==> config.mk <==
export PLATFORM = sky130hd
export DESIGN_NAME = instruction_fetch_unit
export DESIGN_NICKNAME = d
export VERILOG_FILES = /design/src/rtl/armaria_fetch_pkg.sv /design/src/rtl/fetch_fifo.sv /design/src/rtl/instruction_fetch_unit.sv
export SDC_FILE = /design/constraint.sdc
export NUM_CORES = 1
export LEC_CHECK = 0
export ABC_AREA = 1
export CORE_MARGIN = 5
export CORE_UTILIZATION = 61
export DETAILED_ROUTE_END_ITERATION = 8
export PLACE_DENSITY = 0.94
export SLEW_MARGIN = 25
export SYNTH_ARGS = -nofsm -noshare
export SYNTH_HDL_FRONTEND = slang
export SYNTH_SLANG_ARGS = --single-unit
==> constraint.sdc <==
create_clock -name clock -period 3.92 [get_ports clock]
set_input_delay 0.98 -clock clock [delete_from_list [all_inputs] [get_ports clock]]
set_output_delay 0.98 -clock clock [all_outputs]
set_load 0.05 [all_outputs]
==> src/rtl/armaria_fetch_pkg.sv <==
// Shared types and default widths for the instruction fetch unit.
package armaria_fetch_pkg;

    localparam int DEFAULT_ADDR_WIDTH       = 14;
    localparam int DEFAULT_INSTRUCTION_SIZE = 16;

    // Fetch sequencer states.
    typedef enum logic [1:0] {
        S_START,
        S_RUN,
        S_FLUSH
    } fetch_state_t;

    // One prefetch buffer entry at the default widths.
    typedef struct packed {
        logic [DEFAULT_INSTRUCTION_SIZE-1:0] instruction;
        logic [DEFAULT_ADDR_WIDTH-1:0]       pc;
    } fetch_entry_t;

endpackage

==> src/rtl/fetch_fifo.sv <==
// Small synchronous prefetch FIFO holding instruction/pc entries.
// Flush empties the buffer and resets both pointers in one cycle.
// When empty, head holds the last entry presented (zero after reset).
module fetch_fifo
    import armaria_fetch_pkg::*;
#(
    parameter int  DEPTH   = 4,
    parameter type entry_t = fetch_entry_t
) (
    input  logic                       clock,
    input  logic                       reset_n,
    input  logic                       push,
    input  entry_t                     push_entry,
    input  logic                       pop,
    input  logic                       flush,
    output logic [$clog2(DEPTH):0]     count,
    output entry_t                     head
);

    localparam int PW = $clog2(DEPTH);
    localparam int CW = PW + 1;

    entry_t          storage [DEPTH];
    logic [PW-1:0]   wr_ptr;
    logic [PW-1:0]   rd_ptr;
    entry_t          head_hold;

    // Write the storage array; flush drops any same-cycle push.
    // NOTE: the data array has no reset; only pointers and count must be
    // defined, and leaving the array unreset keeps it a plain RAM.
    always_ff @(posedge clock) begin
        if (push && !flush) begin
            storage[wr_ptr] <= push_entry;
        end
    end

    // Pointer and occupancy bookkeeping.
    // NOTE: sequential state uses non-blocking assignments so every register
    // samples pre-edge values regardless of statement order.
    always_ff @(posedge clock or negedge reset_n) begin
        if (!reset_n) begin
            wr_ptr <= '0;
            rd_ptr <= '0;
            count  <= '0;
        end else if (flush) begin
            wr_ptr <= '0;
            rd_ptr <= '0;
            count  <= '0;
        end else begin
            if (push) begin
                wr_ptr <= wr_ptr + 1'b1;
            end
            if (pop) begin
                rd_ptr <= rd_ptr + 1'b1;
            end
            case ({push, pop})
                2'b10:   count <= count + CW'(1);
                2'b01:   count <= count - CW'(1);
                default: count <= count;
            endcase
        end
    end

    // Remember the most recent head so the outputs hold while empty.
    always_ff @(posedge clock or negedge reset_n) begin
        if (!reset_n) begin
            head_hold <= '0;
        end else if (count != '0) begin
            head_hold <= storage[rd_ptr];
        end
    end

    assign head = (count != '0) ? storage[rd_ptr] : head_hold;

endmodule

==> src/rtl/instruction_fetch_unit.sv <==
// Instruction fetch unit: issues word addresses to a one-cycle-latency
// instruction memory, buffers returned instructions with their pc in a
// prefetch FIFO and hands them to decode over valid/ready. A branch flushes
// the buffer, discards any in-flight read and redirects fetch.
// Optional build macro FETCH_STATS_EN adds saturating issue/flush counters.
module instruction_fetch_unit
    import armaria_fetch_pkg::*;
#(
    parameter int                    ADDR_WIDTH       = DEFAULT_ADDR_WIDTH,
    parameter int                    INSTRUCTION_SIZE = DEFAULT_INSTRUCTION_SIZE,
    parameter int                    FIFO_DEPTH       = 4,
    parameter logic [ADDR_WIDTH-1:0] RESET_PC         = '0
) (
    input  logic                        clock,
    input  logic                        reset_n,
    input  logic                        branch_valid,
    input  logic [ADDR_WIDTH-1:0]       branch_target,
    output logic [ADDR_WIDTH-1:0]       instruction_address,
    output logic                        fetch_request,
    input  logic [INSTRUCTION_SIZE-1:0] instruction_in,
    output logic                        fetch_valid,
    output logic [INSTRUCTION_SIZE-1:0] fetch_instruction,
    output logic [ADDR_WIDTH-1:0]       fetch_pc,
    input  logic                        fetch_ready
`ifdef FETCH_STATS_EN
    ,
    output logic [31:0]                 issued_count,
    output logic [31:0]                 flush_count
`endif
);

    localparam int CW = $clog2(FIFO_DEPTH) + 1;

    typedef struct packed {
        logic [INSTRUCTION_SIZE-1:0] instruction;
        logic [ADDR_WIDTH-1:0]       pc;
    } entry_t;

    fetch_state_t           state;
    fetch_state_t           state_next;
    logic [ADDR_WIDTH-1:0]  pc;
    logic                   pending;
    logic [ADDR_WIDTH-1:0]  pending_pc;
    logic [CW-1:0]          count;
    entry_t                 head;
    entry_t                 push_entry;
    logic                   issue;
    logic                   pop;
    logic                   push;
    logic                   credit_ok;
    logic [CW:0]            in_use;
    logic [CW:0]            limit;

    // A pop in the branch cycle is ignored; the buffer is being flushed.
    assign pop  = fetch_valid && fetch_ready && !branch_valid;
    // The read issued last cycle lands now unless a branch discards it.
    assign push = pending && !branch_valid;

    // Credit check: entries held plus the read in flight, less this cycle's
    // pop, must leave room. Written as in_use < depth + pop to avoid underflow.
    assign in_use    = {1'b0, count} + (CW + 1)'(pending);
    assign limit     = (CW + 1)'(FIFO_DEPTH) + (CW + 1)'(pop);
    assign credit_ok = in_use < limit;

    // Next-state and issue decision; a branch overrides everything.
    // NOTE: every always_comb output gets a default first so no path leaves
    // it unassigned, which would otherwise infer a latch.
    always_comb begin
        state_next = state;
        issue      = 1'b0;
        if (branch_valid) begin
            state_next = S_FLUSH;
        end else begin
            case (state)
                S_START: state_next = S_RUN;
                S_RUN: begin
                    state_next = S_RUN;
                    issue      = credit_ok;
                end
                S_FLUSH: state_next = S_RUN;
                default: state_next = S_START;
            endcase
        end
    end

    // FSM state register.
    always_ff @(posedge clock or negedge reset_n) begin
        if (!reset_n) begin
            state <= S_START;
        end else begin
            state <= state_next;
        end
    end

    // Fetch pc: redirect on branch, advance one word per issued request.
    always_ff @(posedge clock or negedge reset_n) begin
        if (!reset_n) begin
            pc <= RESET_PC;
        end else if (branch_valid) begin
            pc <= branch_target;
        end else if (issue) begin
            pc <= pc + ADDR_WIDTH'(1);
        end
    end

    // Track the single outstanding memory read and the pc it belongs to.
    always_ff @(posedge clock or negedge reset_n) begin
        if (!reset_n) begin
            pending    <= 1'b0;
            pending_pc <= '0;
        end else if (branch_valid) begin
            pending    <= 1'b0;
        end else begin
            pending <= issue;
            if (issue) begin
                pending_pc <= pc;
            end
        end
    end

    assign push_entry = '{instruction: instruction_in, pc: pending_pc};

    fetch_fifo #(
        .DEPTH   (FIFO_DEPTH),
        .entry_t (entry_t)
    ) u_fifo (
        .clock      (clock),
        .reset_n    (reset_n),
        .push       (push),
        .push_entry (push_entry),
        .pop        (pop),
        .flush      (branch_valid),
        .count      (count),
        .head       (head)
    );

    assign instruction_address = pc;
    assign fetch_request       = issue;
    assign fetch_valid         = (count != '0);
    assign fetch_instruction   = head.instruction;
    assign fetch_pc            = head.pc;

`ifdef FETCH_STATS_EN
    // Saturating count of issued requests.
    always_ff @(posedge clock or negedge reset_n) begin
        if (!reset_n) begin
            issued_count <= '0;
        end else if (issue && (issued_count != 32'hFFFF_FFFF)) begin
            issued_count <= issued_count + 32'd1;
        end
    end

    // Saturating count of branch redirects.
    always_ff @(posedge clock or negedge reset_n) begin
        if (!reset_n) begin
            flush_count <= '0;
        end else if (branch_valid && (flush_count != 32'hFFFF_FFFF)) begin
            flush_count <= flush_count + 32'd1;
        end
    end
`endif

endmodule

==> impl_metrics.ini, run 1 <==
[outcome]
status = finished, final reports clean

[detailed_routing]
vias = 5459
ant_nets = 0
routedWlPerCell_um = 18.34
finalWirelength_um = 17610
firstDrtPassIters = 6
drc = 0
via_per_inst = 5.686
drt_iter0_markers = 575

[clock_tree]
cts_root_buf = clkbuf_16
cts-htree-levels = 4
clkSinkCount = 188
cts_buffer_depth = 2
cts_resized = 0
cts_tree = done
hold_buffers = 0
cts_buffers = 17
path_clk_slew_ns = 0.07
cts_setup_buffers = 0
clock_latency_ns = 0.43

[job]
cap_violations = 0

[setup_path]
crit_family = buffers and inverters
cp.required_ns = 2.94
end_kind = output port
critPathKind = flop to output port
path_max_fanout = 60
start_kind = flop
critical_path_buf_inv_count = 2
cp_cell_sequence = inv_2, o21ai_0, a31oi_1, buf_12
critPathSlowestCell = inv_2
arrival_ns = 2.48
reg2reg_setup_slack_ns = 1.76
slowest_delay_ns = 0.65

[power]
total_power_mw = 7.950
leakagePower_nw = 3.767
power_density_nw_per_um2 = 827.5
max-vdd-ir-drop_uv = 433.1

[floorplan]
core_area_um2 = 12570
dieArea_um2 = 15070
initial_core_util_pct = 61.71
die_w_um = 122.8
rows = 41
ios = 80
die-height_um = 122.8

[logic_synthesis]
ys_types = 29
avgSynthCellArea_um2 = 11.13
yosysSeqAreaShare_pct = 68.40
synth_nets = 739
syn_area_um2 = 7756
ys.flop_type = edfxtp_1
synth_edf_count = 120
synth_warnings = 0
synth-seq-cells = 188
synthCells = 697
synthArstFlopShare_pct = 36.17

[sta]
worstMarginPinSlew_ns = 0.8989
slew_violations = 0
fin_hold_ws_ns = 0.4415
relSlewSlack_pct = 39.99
finalCriticalPeriod_ns = 3.458
tns_ns = 0
min_period_over_period_pct = 88.21
fmaxAchievable_mhz = 289.2
rsz0062_at_grt = no
hold_viol_final = 0
setup_viol = 0
finalClockSkew_ns = 0.007298

[final_layout]
final_util_pct = 76.45
finalInstanceArea_um2 = 9608
multi_input_area_um2 = 2182
drive_above_1_share_pct = 14.23
seqCellArea_um2 = 5306
nets = 816
area_delta_synth_final_pct = 23.87
num-fill-cells = 710

[global_routing]
antenna_found_initial = 1
grt_pass1_wl_um = 27790
grt_max_degree = 63
grt_pass1_vias = 5532
grt.total_usage_pct = 24.64
grt_overflow = 0

[place]
hpwl_um = 10590
placed_area_um2 = 9015
port_buffers = 79
place_congestion = 0.8693

[worst_hold_path]
hold_class = flop to flop
[layer usage]
metal	global-route usage, %	routed length [um]	vias to the layer above
li1	-	-	2539
met1	29.77	6844	2621
met2	42.91	9162	274
met3	6.175	1241	25
met4	8.957	363	0
met5	0	0	-
[synthesized netlist by cell type, types with 2 or more instances]
library cell	instances	area [um2]
nor2_1	171	641.9
edfxtp_1	120	3603
nand2_1	99	371.6
dfrtp_1	68	1702
o21ai_0	63	315.3
a31oi_1	30	187.7
nand3_1	29	145.1
inv_1	25	93.84
o21ai_2	20	175.2
buf_2	13	65.06
clkbuf_1	13	48.80
ha_1	7	87.58
nand4_1	5	31.28
o21ai_1	5	25.02
buf_6	4	45.04
xor2_1	4	35.03
buf_4	3	22.52
inv_2	3	11.26
a21boi_0	2	15.01
a21oi_1	2	10.01
nand2_4	2	22.52
nand3b_1	2	15.01
[final cells by class]
cell class | count | share of cell area (%)
flip-flops and latches | 188 | 55.23
multi-input cells | 447 | 22.71
repair buffers | 92 | 12.55
clock buffers | 19 | 4.714
well taps | 172 | 2.240
clock inverters | 13 | 1.432
inverters | 28 | 1.094
diodes | 1 | 0.02605
[stage by stage]
step	std cells	setup slack, ns
global placement	927	0.7808
global route	960	0.3198
CTS	959	0.4554
detailed placement	927	0.7285
finish	960	0.4623
floorplan	697	0.8670
[cell usage in the layout, fill, tap and decap left out, types with 3 or more instances in the layout]
master / synthesis / routed
ha_1: 7 / 7
dfrtp_1: 68 / 67
o21ai_1: 5 / 5
clkbuf_16: 0 / 17
nand3_1: 29 / 29
buf_12: 0 / 32
clkinv_2: 0 / 4
nand4_1: 5 / 5
nand2_1: 99 / 98
o21ai_2: 20 / 20
edfxtp_1: 120 / 120
inv_1: 25 / 25
a31oi_1: 30 / 30
inv_2: 3 / 3
buf_4: 3 / 12
o21ai_0: 63 / 63
nor2_1: 171 / 167
inv_6: 0 / 3
clkinvlp_4: 0 / 3
nor2_4: 0 / 4
clkdlybuf4s50_1: 0 / 47
xor2_1: 4 / 4
[cells by family (layout without fill, tap and decap cells)]
group | Yosys count | count (layout) | share of synthesized area, %
AOI/OAI and AO/OA | 123 | 123 | 9.501
other | 0 | 1 | 0
and+or+nand+nor | 311 | 311 | 16.26
DFF | 188 | 188 | 68.40
adders and majority gates | 8 | 8 | 1.387
buffers and inverters | 62 | 152 | 3.888
xor gates and xnor gates | 5 | 5 | 0.5646
[flip-flops by register name, summed over array words and instances (netlist names)]
signal	cells
instruction_address	14
u_fifo.head_hold	30
pending	1
u_fifo.rd_ptr	2
state	2
u_fifo.storage	120
pending_pc	14
u_fifo.wr_ptr	2
u_fifo.count	3
[report_power, final]
part           internal, mW  switching, mW
clock network         0.975          0.728
logic                  1.38           2.17
registers              2.47          0.226
total                  4.83           3.12
[worst paths after layout]
check                                  from                   end  cells past startpoint
max in group asynchronous           reset_n         pending_pc[8]                      2
hold reg to reg                    state[1]              state[0]                      1
setup reg to reg            u_fifo.count[0]       u_fifo.count[2]                      8
min in group asynchronous           reset_n  u_fifo.head_hold[24]                      1
hold / removal                     state[1]              state[0]                      1
setup / recovery           u_fifo.rd_ptr[0]           fetch_pc[3]                      4
Note: power is estimated with default switching activity, not from simulation.
==> run 2: changes to the inputs <==
CAP_MARGIN = 10   (was not set)
==> results of run 2 <==
The final DEF is identical to that of run 1; final timing and power are the same.
==> run 3: changes to the inputs <==
CAP_MARGIN = 20   (was 10)
PLACE_DENSITY = 0.89   (was 0.94)
SKIP_CTS_REPAIR_TIMING = 1   (was not set)
==> run 3 against run 2 <==
Compared with the run above: die area did not move; global-route usage rose by 0.53 points; sequential power barely moved; wire length rose by 2.6%; non-clock buffer count rose by 1; register-to-register slack got worse by 0.22 ns; final area rose by 0.47%; core utilization rose by 0.36 points; combinational power barely moved; clock skew rose by 0.0030 ns.
==> impl_metrics.ini, run 3 (synthesized netlist as in run 1, its figures left out) <==
[final_layout]
multi_input_area_um2 = 2182
final_util_pct = 76.80
nets = 817
n_antenna_cell = 0
num-fill-cells = 743
finalInstanceArea_um2 = 9653
fin_cells = 960
seqCellArea_um2 = 5306
largest_register_ffs = 120
final_cell_mix = nor2_1 (167), edfxtp_1 (120), nand2_1 (98), dfrtp_1 (67), o21ai_0 (63)
reg_top3 = u_fifo.storage: 120 flops, u_fifo.head_hold: 30 flops
top_register = u_fifo.storage
area_delta_synth_final_pct = 24.46
final_common_cell = nor2_1
drive_above_1_share_pct = 14.09

[setup_path]
start_kind = flop
arrival_ns = 2.58
cp.required_ns = 2.94
critPathKind = flop to output port
r2r-end = u_fifo.count[2]
reg2reg_setup_slack_ns = 1.54
end_kind = output port
path_max_fanout = 33
r2r-start = u_fifo.count[0]
reg2reg_depth = 8

[global_routing]
antenna_found_initial = 0
grt_max_degree = 63
grt_overflow = 0
grt_pass1_wl_um = 28590
grt_pass1_vias = 5721
grt.total_usage_pct = 25.17

[place]
placed_area_um2 = 9022
preCtsSetupSlack_ns = 0.7279
placedCellCount = 928
hpwl_um = 10640
port_buffers = 79
place_congestion = 0.8508

[clock_tree]
cts_tree = done
path_clk_slew_ns = 0.06
cts_root_buf = clkbuf_16
cts-htree-levels = 4
clkSinkCount = 188
clock_latency_ns = 0.43
cts_buffers = 17
cts_buffer_depth = 2

[power]
leakagePower_nw = 3.791
max-vdd-ir-drop_uv = 442.9
power_density_nw_per_um2 = 836.2
total_power_mw = 8.072

[floorplan]
rows = 41
die-height_um = 122.8
dieArea_um2 = 15070
core_area_um2 = 12570
initial_core_util_pct = 61.71
ios = 80
die_w_um = 122.8

[detailed_routing]
drt_iter0_markers = 456
via_per_inst = 5.794
drc = 0
routedWlPerCell_um = 18.83
firstDrtPassIters = 5
ant_nets = 0
finalWirelength_um = 18080
vias = 5562

[worst_hold_path]
min_to = state[0]
whs_path_depth = 1
hp-start = state[1]
hold_class = flop to flop

[sta]
fin_hold_ws_ns = 0.4511
min_period_over_period_pct = 90.88
finalCriticalPeriod_ns = 3.563
worstMarginPinSlew_ns = 0.8720
rsz0062_at_grt = no
fmaxAchievable_mhz = 280.7
finalClockSkew_ns = 0.01026
hold_viol_final = 0
relSlewSlack_pct = 41.87
slew_violations = 0
setup_viol = 0
tns_ns = 0
worst_slack_ns = 0.3575

[job]
cap_violations = 0

[outcome]
status = finished, final reports clean
## run 3: report_power, final
group | leakage, nW | switching, mW | internal [mW]
clock | 0.308 | 0.740 | 1.09
combinational | 1.57 | 2.18 | 1.37
sequential | 1.91 | 0.220 | 2.47
total | 3.79 | 3.14 | 4.93
## run 3: worst max path at each step
| stage | start | endpoint |
|---|---|---|
| after global placement | fetch_ready | fetch_request |
| after floorplan | branch_valid | u_fifo.storage[0][0] |
| after global routing | u_fifo.rd_ptr[0] | fetch_pc[5] |
| after detailed placement | fetch_ready | fetch_request |
| final | u_fifo.count[1] | fetch_instruction[15] |
| after CTS | u_fifo.rd_ptr[0] | fetch_pc[5] |
## run 3: final cells by class
cell class	instances	share of cell area [%]
clock buffer	18	4.550
clock inverter	14	1.983
inverter	28	1.089
multi-input combinational	447	22.61
sequential	188	54.97
tap	172	2.229
timing repair buffer	93	12.57
## run 3: routing by layer
| metal | routed length (um) | GRT usage, % | part of all wire, % |
|---|---|---|---|
| met1 | 6915 | 30.74 | 38 |
| met2 | 9480 | 44.07 | 52 |
| met3 | 1298 | 5.576 | 7.2 |
| met4 | 382 | 9.027 | 2.1 |
| met5 | 0 | 0 | 0 |
## run 3: worst max-delay path: stages, from the launching register on
cell,delay [ns]
dfrtp_1,0.46
nor2_1,0.10
nand2_2,0.55
buf_4,0.37
nor2_1,0.09
a31oi_1,0.37
buf_12,0.20
==> RTL change (settings of run 2) <==
Change the parameter `FIFO_DEPTH` from 4 to 2.
--- a/src/rtl/instruction_fetch_unit.sv
+++ b/src/rtl/instruction_fetch_unit.sv
@@ -10,3 +10,3 @@
     parameter int                    INSTRUCTION_SIZE = DEFAULT_INSTRUCTION_SIZE,
-    parameter int                    FIFO_DEPTH       = 4,
+    parameter int                    FIFO_DEPTH       = 2,
     parameter logic [ADDR_WIDTH-1:0] RESET_PC         = '0
Formal check against the unedited RTL: not equivalent (Yosys sat finds a counterexample within 4 cycles, from zero or initial values and one cycle with reset_n low).
==> RTL change against run 2 <==
- worst setup slack got worse by 0.12 ns
- power down 39%
- routed wire length fell by 28%
- first-iteration DRC count fell by 41%
- sequential cell count decreased by 63
- die area decreased by 32%
- cell count shrank 29%
- cell area is 32% lower
- global-route usage is 2.0 points higher
- non-clock buffer count shrank 5
- sequential share of layout area down 2.6 points
- area after synthesis shrank 35%
- critical path depth is 3 higher
- critical path type is now in -> out
- critical endpoint is now fetch_request
- highest routed layer unchanged
==> RTL change: results (changes against run 2) <==
status: "finished, final reports clean"
multi_input_area_um2: 1430  # -34%
grt_max_degree: 61  # -3.2%
async_flop_share_pct: 52.0  # +16 points
n_fill_cell: 403  # -43%
timing.rr.end: "u_fifo.head_hold[12]$_DFF_PN0_"
wirelength_um: 12700  # -28%
place_area_um2: 5970  # -34%
crit_end: "fetch_request"
crit-reg2reg-launch: "u_fifo.rd_ptr$_DFFE_PN0P_"
met1_usage_pct: 32.4  # +2.6 points
vias: 3986  # -27%
synth_fa_ha_area_share_pct: 0.741  # -0.65 points
use_met3_pct: 6.44  # +0.26 points
path_max_fanout: 22  # -63%
grt_use_total_pct: 26.6  # +2.0 points
wl_met1_um: 4680  # -32%
cts_root_buf: "clkbuf_8"
regArea_um2: 3430  # -35%
synth_cell_type_count: 24  # -17%
skew_ns: 0.0112  # +0.00390 ns
clockBufferCount: 18  # -1
synth_compound_area_share_pct: 6.67  # -2.8 points
insertion_delay_ns: 0.52  # +0.09 ns
n_all_buffers: 87  # -5.4%
yosysSeqAreaShare_pct: 67.7  # -0.69 points
cpMaxStageDelayCell: "clkdlybuf4s50_1"
hp-class: "in -> async"
synth_cells: 484  # -31%
fin_nets: 602  # -26%
reg_top3: "u_fifo.storage (60), u_fifo.head_hold (30)"
vdd_drop_max_mv: 0.295  # -32%
met3_wirelength_um: 1090  # -12%
crit_start: "branch_valid"
first_iter_violations: 342  # -41%
swShare_pct: 38.2  # -1.0 points
synth_area_leaders: "edfxtp_1 36%, dfrtp_1 32%, nand2_1 12%, a31oi_1 3.7%, nor2_1 3.2%"
core_um2: 8130  # -35%
num-multi-input-gates: 317  # -29%
p_leak_nw: 2.73  # -27%
synth-xor-area-share_pct: 0.519  # -0.046 points
grt_first_pass_wirelength_um: 20600  # -26%
drt-pass1-iter-count: 5  # -1
slew_headroom_pct: 58.1  # +18 points
==> RTL change: cell types whose count changed after synthesis, sizes merged, moves of 2 or more <==
| cell | before | now |
|---|---|---|
| dfrtp | 68 | 65 |
| nand2 | 102 | 169 |
| nor2 | 171 | 44 |
| buf | 21 | 13 |
| o21ai | 88 | 27 |
| a21boi | 2 | 0 |
| xor2 | 4 | 2 |
| inv | 28 | 17 |
| ha | 7 | 3 |
| edfxtp | 120 | 60 |
==> RTL change: power by group through the flow <==
stage | clock (mW) | sequential, mW | combinational (mW)
floorplan | 0 | 1.83 | 0.973
global placement | 0 | 1.78 | 1.59
detailed placement | 0 | 1.80 | 1.64
CTS | 1.42 | 1.79 | 1.68
global route | 1.49 | 1.82 | 1.76
finish | 1.42 | 1.80 | 1.67
==> RTL change: stage by stage <==
step,worst slack (ns),power (mW)
after detailed placement,0.361,3.44
after floorplan,0.807,2.81
after CTS,0.346,4.89
final,0.346,4.89
after global placement,0.425,3.37
after global routing,0.232,5.07
